## src/rtl/seq_mult_pkg.sv

```systemverilog
// seq_mult_pkg
// Shared definitions for the sequential shift-add multiplier.
//   - state_t   : FSM encoding (IDLE=0, BUSY=1, DONE=2)
//   - clog2()   : bit width needed to count 0..value-1
//   - cnt_width(): step-counter width, never less than one bit
package seq_mult_pkg;

  typedef enum logic [1:0] {
    IDLE = 2'd0,
    BUSY = 2'd1,
    DONE = 2'd2
  } state_t;

  function automatic int clog2(input int value);
    int r;
    r = 0;
    for (int i = 0; i < 32; i++) begin
      if ((1 << r) < value) r = r + 1;
    end
    return r;
  endfunction

  function automatic int cnt_width(input int width);
    return (clog2(width) < 1) ? 1 : clog2(width);
  endfunction

endpackage

```

## src/rtl/seq_mult_ctrl.sv

```systemverilog
// seq_mult_ctrl
// Handshake FSM and step counter for the sequential multiplier.
// Ports:
//   clk, rst_n          : clock, asynchronous active-low reset
//   in_valid, out_ready : upstream / downstream handshake inputs
//   in_ready            : high only in IDLE
//   out_valid           : high only in DONE
//   busy                : high in BUSY or DONE
//   load                : operand accept strobe (IDLE and in_valid)
//   step                : one shift-add step this cycle (BUSY)
//   done_load           : final step, product register loads this cycle
//   cnt                 : index of the multiplier bit handled this cycle
module seq_mult_ctrl
  import seq_mult_pkg::*;
#(
  parameter int WIDTH = 4,
  parameter int CW    = cnt_width(WIDTH)
) (
  input  logic          clk,
  input  logic          rst_n,
  input  logic          in_valid,
  input  logic          out_ready,
  output logic          in_ready,
  output logic          out_valid,
  output logic          busy,
  output logic          load,
  output logic          step,
  output logic          done_load,
  output logic [CW-1:0] cnt
);

  localparam logic [CW-1:0] LAST = CW'(WIDTH - 1);

  state_t state, state_next;

  // State register and step counter; the counter restarts on every accept
  // so a new operation never inherits a stale step index.
  always_ff @(posedge clk or negedge rst_n) begin
    if (!rst_n) begin
      state <= IDLE;
      cnt   <= '0;
    end else begin
      state <= state_next;
      if (load || done_load) begin
        cnt <= '0;
      end else if (step) begin
        cnt <= cnt + 1'b1;
      end
    end
  end

  // Next-state and strobe decode. The last step is recognised by the
  // counter value at the edge, so DONE is entered exactly WIDTH edges
  // after the accept edge regardless of operand values.
  always_comb begin
    state_next = state;
    in_ready   = 1'b0;
    out_valid  = 1'b0;
    busy       = 1'b0;
    load       = 1'b0;
    step       = 1'b0;
    done_load  = 1'b0;
    unique case (state)
      IDLE: begin
        in_ready = 1'b1;
        if (in_valid) begin
          load       = 1'b1;
          state_next = BUSY;
        end
      end
      BUSY: begin
        busy = 1'b1;
        step = 1'b1;
        if (cnt == LAST) begin
          done_load  = 1'b1;
          state_next = DONE;
        end
      end
      DONE: begin
        busy      = 1'b1;
        out_valid = 1'b1;
        if (out_ready) state_next = IDLE;
      end
      default: state_next = IDLE;
    endcase
  end

endmodule

```

## src/rtl/seq_multiplier.sv

```systemverilog
// seq_multiplier
// Sequential shift-add multiplier, one multiplier bit per clock, with
// valid/ready handshakes on operands and product.
// Ports:
//   clk, rst_n   : clock, asynchronous active-low reset
//   in_valid     : a/b valid;  in_ready : accepting (IDLE only)
//   a, b         : WIDTH-bit multiplicand / multiplier
//   signed_mode  : (SEQ_MULT_SIGNED_EN only) treat a/b as two's complement
//   out_valid    : p valid (DONE only);  out_ready : consumer takes p
//   p            : 2*WIDTH-bit product, held after the handshake
//   busy         : high in BUSY or DONE
// Build option: define SEQ_MULT_SIGNED_EN to add signed_mode. Signed
// operands are converted to magnitudes at accept, the unsigned core runs
// unchanged, and the product is negated when it is loaded if signs differ.
module seq_multiplier
  import seq_mult_pkg::*;
#(
  parameter int WIDTH = 4
) (
  input  logic               clk,
  input  logic               rst_n,
  input  logic               in_valid,
  output logic               in_ready,
  input  logic [WIDTH-1:0]   a,
  input  logic [WIDTH-1:0]   b,
`ifdef SEQ_MULT_SIGNED_EN
  input  logic               signed_mode,
`endif
  output logic               out_valid,
  input  logic               out_ready,
  output logic [2*WIDTH-1:0] p,
  output logic               busy
);

  localparam int CW = cnt_width(WIDTH);

  logic [WIDTH-1:0]   mcand;
  logic [WIDTH-1:0]   mplier;
  logic [2*WIDTH-1:0] acc;
  logic [2*WIDTH-1:0] acc_next;
  logic               neg;
  logic [WIDTH-1:0]   a_mag;
  logic [WIDTH-1:0]   b_mag;
  logic               neg_in;
  logic               load;
  logic               step;
  logic               done_load;
  logic [CW-1:0]      cnt;

  seq_mult_ctrl #(
    .WIDTH (WIDTH),
    .CW    (CW)
  ) u_ctrl (
    .clk       (clk),
    .rst_n     (rst_n),
    .in_valid  (in_valid),
    .out_ready (out_ready),
    .in_ready  (in_ready),
    .out_valid (out_valid),
    .busy      (busy),
    .load      (load),
    .step      (step),
    .done_load (done_load),
    .cnt       (cnt)
  );

`ifdef SEQ_MULT_SIGNED_EN
  // The magnitude of -2^(WIDTH-1) is 2^(WIDTH-1), which still fits in
  // WIDTH unsigned bits, so the most negative operand stays exact.
  always_comb begin
    a_mag  = a;
    b_mag  = b;
    neg_in = 1'b0;
    if (signed_mode) begin
      if (a[WIDTH-1]) a_mag = -a;
      if (b[WIDTH-1]) b_mag = -b;
      neg_in = a[WIDTH-1] ^ b[WIDTH-1];
    end
  end
`else
  assign a_mag  = a;
  assign b_mag  = b;
  assign neg_in = 1'b0;
`endif

  // Partial product for this step; the final step's contribution is folded
  // in here so p can be loaded on the same edge that leaves BUSY.
  always_comb begin
    acc_next = acc;
    if (mplier[0]) begin
      acc_next = acc + ({{WIDTH{1'b0}}, mcand} << cnt);
    end
  end

  // Datapath registers. p only changes on the final step, so it holds
  // through DONE and keeps its value after the product handshake.
  always_ff @(posedge clk or negedge rst_n) begin
    if (!rst_n) begin
      mcand  <= '0;
      mplier <= '0;
      acc    <= '0;
      neg    <= 1'b0;
      p      <= '0;
    end else if (load) begin
      mcand  <= a_mag;
      mplier <= b_mag;
      acc    <= '0;
      neg    <= neg_in;
    end else if (step) begin
      acc    <= acc_next;
      mplier <= mplier >> 1;
      if (done_load) begin
        p <= neg ? -acc_next : acc_next;
      end
    end
  end

endmodule

```

## config.mk

```make
export PLATFORM = sky130hd
export DESIGN_NAME = seq_multiplier
export DESIGN_NICKNAME = d
export VERILOG_FILES = /design/src/rtl/seq_mult_pkg.sv /design/src/rtl/seq_mult_ctrl.sv /design/src/rtl/seq_multiplier.sv
export SDC_FILE = /design/constraint.sdc
export NUM_CORES = 1
export LEC_CHECK = 0
export ABC_AREA = 1
export BUFFER_PORTS_ARGS = -buffer_cell sky130_fd_sc_hd__buf_2
export CORE_MARGIN = 1.5
export CORE_UTILIZATION = 30
export CTS_CLUSTER_DIAMETER = 30
export DETAILED_ROUTE_END_ITERATION = 6
export PLACE_DENSITY_LB_ADDON = 0.25
export SLEW_MARGIN = 10
export SYNTH_ARGS = -nofsm -noshare
export SYNTH_HDL_FRONTEND = slang
export SYNTH_SLANG_ARGS = --single-unit
```

## constraint.sdc

```tcl
create_clock -name clk -period 5.35 [get_ports clk]
set_clock_uncertainty 0.15 [all_clocks]
set_input_delay 0.2675 -clock clk [delete_from_list [all_inputs] [get_ports clk]]
set_output_delay 0.2675 -clock clk [all_outputs]
set_load 0.05 [all_outputs]
```

# Word level (Yosys, flattened, before mapping)

Index checks and enable logic that the tools add are counted.

Register bits after elaboration: 28
Bits of input ports: 12
Word-level logic and storage cells: 42
Output and inout bits: 11

Muxes and demuxes: 19
$add $sub $neg: 2
Bitwise gates (word level): 1
Eq/ne operators: 6
Shift-type cells: 1
Reduce and logical (&&, ||, !) cells: 7

Operators with widths:

| kind                  | count |
|---|---|
| $mux W8               | 3 |
| $mux W2               | 5 |
| $add A8 B8 Y8         | 1 |
| $mux W1               | 8 |
| $mux W4               | 2 |
| $shl A4 B2 Y8         | 1 |
| $pmux W2 S3           | 1 |
| $reduce_and A3 Y1     | 2 |
| $eq A2 B2 Y1 const B  | 2 |
| $ne A2 B2 Y1 const B  | 2 |
| $reduce_bool A2 Y1    | 2 |
| $add A2 B1 Y2 const B | 1 |
| $eq A2 B1 Y1 const B  | 1 |
| $logic_not A2 Y1      | 1 |
| $ne A2 B1 Y1 const B  | 1 |
| $reduce_or A2 Y1      | 1 |
| $logic_or A1 B1 Y1    | 1 |
| $not A1 Y1            | 1 |

# Logic depth before layout (Yosys ltp)

Depth in word-level cells: 5
Mapped depth: 14
Mapped depth without buffers: 14

# Modules after synthesis

From an unflattened synthesis, not the netlist that was laid out.

Cells, all modules: 232
Area total of the unflattened synthesis: 1752.9 µm²

Modules (own cells, without submodules):

| module         | cells each | sequential area each (µm²) | times used | area each (µm²) |
|---|---|---|---|---|
| seq_multiplier | 197        | 600.6                      | 1          | 1468.9 |
| seq_mult_ctrl  | 35         | 100.1                      | 1          | 284.0 |

# Worst setup path after synthesis

No wires, ideal clock.

Kind: register to register
From: register u_ctrl.cnt[0]
To: register p[6]
Stages on the path, launching flop included: 13
Library setup time: 0.118 ns
Slack: 3.371 ns
Data required time: 5.082 ns
Data arrival time: 1.711 ns
Buffers on the path: 0
Period minus slack after synthesis: 1.979 ns
Cells stage by stage: dfrtp_1 > inv_1 > o21ai_0 > nor2_1 > fa_1 > nand2_1 > nand2_2 > nand3_2 > nand2_1 > nand2_1 > nand3_2 > nand3_1 > nand2_1

Word-level cells in the longest chain between the ends: 4
Elaborated cells between the ends (all ways): 7
Classes of those cells: add/sub: 1; eq/ne: 1; shift: 1; mux: 3; reduce/logical: 1

RTL lines:

| element                                                               | line                  | source |
|---|---|---|
| from (decl)                                                           | seq_mult_ctrl.sv:29   | `output logic [CW-1:0] cnt` |
| from (signal assigned)                                                | seq_mult_ctrl.sv:47   | `cnt <= cnt + 1'b1;` |
| parallel branches: the longest is 4 deep, another holds $add A8 B8 Y8 | -                     |  |
| to (signal assigned)                                                  | seq_multiplier.sv:113 | `p <= neg ? -acc_next : acc_next;` |
| to (decl)                                                             | seq_multiplier.sv:31  | `output logic [2*WIDTH-1:0] p,` |

Several ways; the timed one is not identified.
A chain may end at the register's enable or synchronous reset.

# Final worst setup path

Same ends and word-level chain as after synthesis.

==> run metrics <==
status=finished clean; most frequent CP cell=nand2_1; Total GRT Usage=around an eighth; CP max stage cell=dfrtp_1; #FFs+latches synth=28; drt initial violations=44; Slew headroom=between 50 and 60%; worst min-delay path category=in2reg; R2R setup slack=3.20 ns; hpwl dp=roughly 2.7 mm; RSZ-0062 raised after global routing=no; Post-Syn Area=about 0.0017 sq mm; Min Clock Period, post-route=between 2 and 2.5 ns; CP Data Required Time=about 5.4 ns; fill cell count=~570; worst vdd ir=0.255 mV; Worst Hold Endpoint=mcand[2]; ANT cells=0; Crit Path Category=reg2reg; Avg Vias per Cell=4.43; DRT antenna net count=0; Setup TNS=0 ns; Net count, final=about 270; worst slew pin tran=0.637 ns; Die W=78.6 um; Worst Path Max Fanout=7; Clock Latency Late Sink=~0.27 ns; critical path, cell by cell=inv_1 -> o21ai_0 -> nor2_1 -> fa_1 -> nand2_1 -> nand2_2 -> nand3_2 -> nand2_1 -> nand2_1 -> nand3_2 -> nand3_1 -> nand2_1; GP Congestion=about 0.8; fin util=35.3%; period utilization=about 40%; M3 GR Usage=approximately 1.4%; DRC=0; port bufs=22; Reg-to-Reg Start=u_ctrl.cnt[0]; maximum clock rate=roughly 460 MHz; Finish-stage setup viols=0; Sink Count=28; DR vias=around 1400; Die Y=roughly 79 um; reg2reg end=p[6]; grt total ovfl=0; final hold vios=0; Worst EP arrival=about 2.2 ns; Clock transition at path regs=0.09 ns; core area=around 0.0055 sq mm; H-Tree Level Count=1; CTS Buffer Depth=2; syn nets=between 200 and 250; drt total wl=between 3 and 4 mm; Max-Cap Viols=0; pwr dens=roughly 600 mW/mm^2; starting density of the core=a little under a third; first-pass GRT wire length=6.04 mm; Layout Area Growth over Synthesis=13.5%; largest net degree at the start of global routing=29; Pleak=roughly 1.1 nW; Cells after Synth=about 220; post-synthesis sequential area ratio=slightly above 40%; Startpoint Class=flip-flop; TritonCTS Buffers=3; TritonRoute pass-1 iters=4; met2 Track Usage GR=approximately a fifth; Largest stage delay, worst path=approximately 0.46 ns; vias in the first global route=1345; met1 Usage GRT=17.3%; layout cells sized above 1=between 15 and 20%; CTS tree=yes; CP Buf/Inv Count=1; routed len/inst=about 11 um; die outline area=0.00617 sq mm; crit path capture type=flip-flop; WHS Path Cells=3; CTS root buffer=clkbuf_8; Slew Limit Fails=0; Largest delay share family, worst path=simple AND/OR/NAND/NOR gates; R2R cell count=12; initial antenna violation count=0; Yosys Warn Count=0; Cell Rows=27; post-CTS setup repair buffer count=0; # IOs=23; GRT busiest layer=met2; Cell variety after synth=22; hold_sp=a[2]; Mapped Avg Cell Area=between 7 and 8 sq um; WHS=between 0.04 and 0.05 ns
==> Yosys cell counts <==
| master | count | share of area [%] |
|---|---|---|
| nand2_1 | 80 | 18 |
| inv_1 | 30 | 6.6 |
| dfrtp_1 | 28 | 41 |
| o21ai_0 | 16 | 4.7 |
| nand3_1 | 15 | 4.4 |
| ha_1 | 12 | 8.8 |
| nor2_1 | 11 | 2.4 |
| nand2_2 | 4 | 1.5 |
| nand3_2 | 4 | 2.3 |
| o221ai_1 | 4 | 2.0 |
| o21ai_2 | 3 | 1.5 |
| or2_2 | 3 | 1.1 |
| a21oi_1 | 2 | 0.58 |
| buf_4 | 2 | 0.88 |
| mux2i_1 | 2 | 1.2 |
| buf_2 | 1 | 0.29 |
| fa_1 | 1 | 1.2 |
| inv_2 | 1 | 0.22 |
| nand3b_1 | 1 | 0.44 |
| nand4_1 | 1 | 0.37 |
| nor2_4 | 1 | 0.66 |
| xor2_1 | 1 | 0.51 |
==> worst register-to-register path, cell delays in order (launching register included) <==
cell,delay (ns)
dfrtp_1,0.46
inv_1,0.13
o21ai_0,0.23
nor2_1,0.11
fa_1,0.41
nand2_1,0.10
nand2_2,0.08
nand3_2,0.07
nand2_1,0.05
nand2_1,0.07
nand3_2,0.07
nand3_1,0.09
nand2_1,0.05
==> power breakdown <==
group          internal [mW]  switching [mW]  leakage [nW]  total [mW]
logic                  0.212           0.451         0.682       0.663
clock network         0.0505          0.0628        0.0216       0.113
registers              0.293          0.0748         0.370       0.368
==> logic make-up (layout without fill, tap and decap cells) <==
group	Yosys count	in the layout	share of synthesized area (%)
DFF	28	28	40.9
xor gates and xnor gates	1	1	0.511
buffers and inverters	34	57	7.96
AOI/OAI and AO/OA	25	25	8.84
muxes	2	2	1.17
adders and majority gates	13	13	9.93
and+or+nand+nor	120	120	30.7
==> sequential cells by signal, summed over array words and instances, names as in the netlist <==
name,cells
acc,8
mcand,4
p,8
u_ctrl.state,2
mplier,4
u_ctrl.cnt,2
==> layer usage <==
metal  wire (um)  vias to the layer above
li1            -                      751
met1        1850                      639
met2        1510                       17
met3          64                        2
met4          21                        0
met5           0                        -
==> how the worst max path moves through the flow <==
stage,start,end,slack [ns],cells after the start
after floorplan,u_ctrl.cnt[0],p[6],3.37,12
after global placement,u_ctrl.cnt[0],p[6],3.24,12
after detailed placement,u_ctrl.cnt[0],p[6],3.19,12
after CTS,u_ctrl.cnt[0],p[6],3.19,12
after global routing,u_ctrl.cnt[0],acc[6],2.92,12
final,u_ctrl.cnt[0],p[6],3.20,12
==> placed cells by master, fill, tap and decap left out <==
master and n:
dlygate4sd3_1 1, nand3b_1 1, dfrtp_1 28, nand2_1 80
o221ai_1 4, mux2i_1 2, a21oi_1 2, fa_1 1
nand3_2 4, inv_2 1, nor2_1 11, nand4_1 1
nand3_1 15, buf_2 22, clkbuf_8 3, or2_2 3
nand2_2 4, o21ai_2 3, xor2_1 1, nor2_4 1
ha_1 12, o21ai_0 16, inv_1 30
==> metrics by stage <==
step	std cells	power, mW	instance area (sq um)	setup WS (ns)
2_1_floorplan	223	0.901	1710	3.37
3_3_place_gp	314	1.04	1890	3.24
3_5_place_dp	314	1.04	1890	3.19
4_1_cts	318	1.15	1940	3.19
5_1_grt	318	1.26	1940	2.92
6_report	318	1.14	1940	3.20
==> final cells by class <==
cell class	instances	area [sq um]	share of cell area, %
tap	72	90.1	4.63
sequential	28	701	36.0
clock buffer	3	41.3	2.12
inverter	31	116	5.98
multi-input combinational	161	876	45.0
timing repair buffer	23	120	6.18
==> timing repair <==
item                      in CTS  in global routing
hold buffers                   1                  0
gates resized for setup        0                  0
hold endpoints to repair      28                  0
No activity file was read; power rests on OpenSTA's default activity.
